`src/rtl/aes32_dround_seq.sv`:
```
// aes32_dround_seq: drives one shared aes32dsmi datapath for a full AES decrypt round.
// Optional feature macro: AES32_SEQ_LAST_EN (adds last_in / dp_last for aes32dsi final rounds).
//
// Ports:
//   clk, rst_n            clock, async active-low reset
//   in_valid / in_ready   request handshake (state_in, rk_in, last_in)
//   out_valid / out_ready result handshake (state_out)
//   busy                  high while a round is running or a result is waiting
//   dp_bs/dp_rs1/dp_rs2   operands to the external datapath
//   dp_rd                 combinational datapath result
//   dp_last               aes32dsi select (AES32_SEQ_LAST_EN only)
module aes32_dround_seq (
    input  logic         clk,
    input  logic         rst_n,
    input  logic         in_valid,
    output logic         in_ready,
    input  logic [127:0] state_in,
    input  logic [127:0] rk_in,
`ifdef AES32_SEQ_LAST_EN
    input  logic         last_in,
    output logic         dp_last,
`endif
    output logic         out_valid,
    input  logic         out_ready,
    output logic [127:0] state_out,
    output logic         busy,
    output logic [1:0]   dp_bs,
    output logic [31:0]  dp_rs1,
    output logic [31:0]  dp_rs2,
    input  logic [31:0]  dp_rd
);

    typedef enum logic [1:0] {
        IDLE = 2'd0,
        RUN  = 2'd1,
        DONE = 2'd2
    } state_t;

    state_t           st;
    logic [3:0]       cnt;
    logic [31:0]      acc;
    logic [3:0][31:0] s_q;
    logic [3:0][31:0] rk_q;
    logic [2:0][31:0] t_q;
    logic [1:0]       col;
    logic [1:0]       bs;
    logic [1:0]       sel;
    logic             accept;
`ifdef AES32_SEQ_LAST_EN
    logic             last_q;
`endif

    assign col = cnt[3:2];
    assign bs  = cnt[1:0];
    // InvShiftRows: byte bs of column col comes from word (col - bs) mod 4
    assign sel = col - bs;

    assign in_ready = (st == IDLE) || ((st == DONE) && out_ready);
    assign accept   = in_valid && in_ready;

    always_comb begin
        dp_bs  = 2'd0;
        dp_rs1 = 32'd0;
        dp_rs2 = 32'd0;
        if (st == RUN) begin
            dp_bs  = bs;
            dp_rs2 = s_q[sel];
            // first byte of each column starts from the round key word
            dp_rs1 = (bs == 2'd0) ? rk_q[col] : acc;
        end
    end

`ifdef AES32_SEQ_LAST_EN
    assign dp_last = (st == RUN) && last_q;
`endif

    always_ff @(posedge clk or negedge rst_n) begin
        if (!rst_n) begin
            st        <= IDLE;
            cnt       <= 4'd0;
            acc       <= 32'd0;
            s_q       <= '0;
            rk_q      <= '0;
            t_q       <= '0;
            state_out <= 128'd0;
            out_valid <= 1'b0;
            busy      <= 1'b0;
`ifdef AES32_SEQ_LAST_EN
            last_q    <= 1'b0;
`endif
        end else begin
            if (accept) begin
                s_q  <= state_in;
                rk_q <= rk_in;
                cnt  <= 4'd0;
`ifdef AES32_SEQ_LAST_EN
                last_q <= last_in;
`endif
            end
            unique case (st)
                IDLE: begin
                    if (accept) begin
                        st   <= RUN;
                        busy <= 1'b1;
                    end
                end
                RUN: begin
                    acc <= dp_rd;
                    cnt <= cnt + 4'd1;
                    if (bs == 2'd3) begin
                        case (col)
                            2'd0:    t_q[0] <= dp_rd;
                            2'd1:    t_q[1] <= dp_rd;
                            2'd2:    t_q[2] <= dp_rd;
                            default: ;
                        endcase
                    end
                    // publish the whole block at once so no partial result is visible
                    if (cnt == 4'd15) begin
                        state_out <= {dp_rd, t_q[2], t_q[1], t_q[0]};
                        out_valid <= 1'b1;
                        st        <= DONE;
                    end
                end
                DONE: begin
                    if (out_ready) begin
                        out_valid <= 1'b0;
                        if (in_valid) begin
                            st <= RUN;
                        end else begin
                            st   <= IDLE;
                            busy <= 1'b0;
                        end
                    end
                end
                default: begin
                    st   <= IDLE;
                    busy <= 1'b0;
                end
            endcase
        end
    end

endmodule

```
`config.mk`:
```
export PLATFORM = sky130hd
export DESIGN_NAME = aes32_dround_seq
export DESIGN_NICKNAME = d
export VERILOG_FILES = /design/src/rtl/aes32_dround_seq.sv
export SDC_FILE = /design/constraint.sdc
export NUM_CORES = 1
export LEC_CHECK = 0
export BUFFER_PORTS_ARGS = -buffer_cell sky130_fd_sc_hd__buf_2
export CELL_PAD_IN_SITES_DETAIL_PLACEMENT = 0
export CELL_PAD_IN_SITES_GLOBAL_PLACEMENT = 2
export CORE_ASPECT_RATIO = 0.75
export CORE_UTILIZATION = 34
export DETAILED_ROUTE_END_ITERATION = 6
export GPL_TIMING_DRIVEN = 1
export PLACE_DENSITY = 0.79
export SLEW_MARGIN = 40
export SYNTH_ARGS = -nofsm -noshare
export SYNTH_HDL_FRONTEND = slang
export SYNTH_SLANG_ARGS = --single-unit
export TNS_END_PERCENT = 100
```
`constraint.sdc`:
```
create_clock -name clk -period 2.41 [get_ports clk]
set_input_delay 0.482 -clock clk [delete_from_list [all_inputs] [get_ports clk]]
set_output_delay 0.482 -clock clk [all_outputs]
set_load 0.1 [all_outputs]
```
==> results.yml <==
run_status:
  status: "finished with violations"
  violations: "setup timing"
timing:
  drv_slew: 0
  timing.fmax_mhz: 334
  rsz0062_at_grt: "true"
  finalCritPeriodShare: 1.24
  worst_slew_pin_slew_ns: 0.561
  period_minus_slack_ns: 2.99
  fin_skew_ns: 0.0136
  finalSetupViolCount: 64
  final-hold-violation-count: 0
  fin_hold_ws_ns: 0.115
  worst_slack_ns: -0.581
  slew_headroom: 0.626
layout:
  final_nets: 2201
  final_cell_mix: "dfrtp_1, mux2_2, buf_2, nand2_1, buf_12"
  final_area_mm2: 0.0291
  layout_commonest_cell: "dfrtp_1"
  drive_above_1_share: 0.645
  num-fill-cells: 5609
  area_growth_pct: 34.6
  postLayoutCoreUtil: 0.466
placement:
  io_buffers: 488
  post-dp-hpwl_mm: 41.9
  pre_cts_slack_ns: -0.0961
  placed_area_mm2: 0.0262
  routabilityCongestion: 0.819
clocking:
  clkTransAtPathRegs_ns: 0.06
  clkLatencyLatePin_ns: 0.60
  root_buffer: "clkbuf_16"
  cts.sinks: 520
  cts_buffer_depth: 3
  tritoncts: "done"
  cts_inserted_buffers: 53
  htree_levels: 2
logic_synthesis:
  ys_ff_latch: 520
  synth_edf_count: 0
  yosys_warnings: 0
  syn_area_mm2: 0.0216
  postSynthCellCount: 1382
  synthesis.nets: 1677
  avgSynthCellArea_um2: 15.7
  ys_types: 32
  async_flop_share: 1.00
  ys_seq_area_frac: 0.601
  synth_ff_type: "dfrtp_1"
critical_path:
  startpoint_type: "flop"
  cp_slowest_cell: "dfrtp_4"
  cp_cell_sequence: "inv_4 -> ha_4 -> xnor3_2 -> buf_12 -> buf_12 -> mux4_2 -> and2_4 -> buf_12"
  cp-endpoint: "dp_rs2[5]"
  critPathLaunch: "cnt[2]"
  max_stage_delay_ns: 0.49
  r2r_cells: 7
  critPathArrivalTime_ns: 2.51
  ff2ff_setup_slack_ns: 0.24
  worst_ep_required_time_ns: 1.93
  endpoint_kind: "output port"
  worstSetupPathType: "reg -> out"
  r2r-start: "cnt[0]"
  cp_max_fo: 25
  cpMostUsedCell: "buf_12"
  r2r-end: "state_out[103]"
global_route:
  grt_start_max_net_pins: 101
  antenna_found_initial: 24
  grt_use_total: 0.181
  grt_pass1_vias: 14500
  grt_pass1_wl_mm: 88.9
  globalRoute.totalOverflow: 0
route:
  dr.first_iter.drc_count: 519
  viasPerCell: 4.78
  drt_wl_total_mm: 59.4
  vias: 13400
  wl_per_cell_um: 21.1
  ant_nets: 0
  remaining_drc_errors: 0
  dr.pass1.iters: 4
floorplan:
  core_mm2: 0.0625
  fp.dieW_um: 293
  num_rows: 79
  die_area_mm2: 0.0647
  die_h_um: 221
  start_util: 0.347
  ios: 489
flow_run:
  maxCapViolations: 0
hold_path:
  hold_path_class: "in -> reg"
-- Yosys cell counts, types with 2 or more instances --
cell type,number,area (um2)
nor2_1,34,128
nor3_2,3,30.0
mux2_1,34,383
nand2_1,99,372
nand3_1,2,10.0
mux2_2,446,5020
mux4_2,64,1440
mux2i_1,32,320
a31o_2,2,17.5
clkbuf_1,17,63.8
inv_1,7,26.3
dfrtp_1,520,13000
a21o_1,2,15.0
buf_6,3,33.8
buf_2,31,155
ha_1,3,37.5
buf_4,30,225
buf_1,5,18.8
and2_1,32,200
a21oi_1,4,20.0
-- worst max-delay path: cells and delay by family (launching register included) --
kind	cells	cell delay, ns
buffers and inverters	4	0.59
flip-flops	1	0.49
multiplexers	1	0.29
XOR/XNOR	1	0.25
AND/OR/NAND/NOR	1	0.18
adder cells (fa/ha/maj)	1	0.11
-- registers in the layout, summed over array words and instances, names as in the netlist --
signal,flops
rk_q,128
st,2
busy,1
out_valid,1
acc,32
t_q,96
cnt,4
s_q,128
state_out,128
-- worst min-delay path by stage --
stage	from	endpoint	slack, ns	depth (start not counted)
after global placement	rst_n	s_q[100]	0.38	1
after CTS	rk_in[83]	rk_q[83]	0.07	2
after detailed placement	rst_n	s_q[68]	0.39	1
final	rk_in[42]	rk_q[42]	0.12	2
after global routing	rk_in[80]	rk_q[80]	0.08	2
after floorplan	rst_n	acc[0]	0.19	0
-- metrics by stage --
stage                     setup TNS (ns)  std cells
after global placement             -1.63       2690
after floorplan                    -1.50       1382
after global routing              -38.24       2808
final                             -32.39       2810
after CTS                         -34.15       2792
after detailed placement           -2.04       2690
-- per-layer routing --
metal / track usage / vias to the layer above / wire, um
met5: 0 / - / 160
met4: 0.0490 / 24 / 1230
met3: 0.0533 / 105 / 3770
met2: 0.294 / 311 / 29000
met1: 0.236 / 7000 / 25300
li1: - / 5989 / -
-- final cells by class --
| cell class | count | area [um2] | share of cell area |
|---|---|---|---|
| clock buffer | 82 | 1590 | 0.0544 |
| multi-input combinational | 769 | 8750 | 0.300 |
| inverter | 7 | 28.8 | 0.000988 |
| sequential | 520 | 13000 | 0.447 |
| timing repair buffer | 555 | 4480 | 0.154 |
| antenna | 11 | 27.5 | 0.000945 |
| tap | 850 | 1060 | 0.0365 |
| clock inverter | 16 | 190 | 0.00653 |
-- cells by family after synthesis --
logic type / after synthesis / share of synthesized area
compound gates: 12 / 0.00393
xor+xnor: 2 / 0.00144
fa+ha+maj: 3 / 0.00173
buf+inv: 93 / 0.0242
flops: 520 / 0.601
mux: 576 / 0.331
simple gates: 176 / 0.0366
-- timing repair --
action                     4_1_cts  5_1_grt
gates cloned                     2        4
pin swaps                        0        4
hold buffers                     1        0
setup buffers                    1        3
setup endpoints to repair       65       66
hold endpoints to repair        19        0
resized for setup              165       70
Power is not shown: default switching activity piles up to over one toggle a cycle in this logic, so the estimate is an artifact.
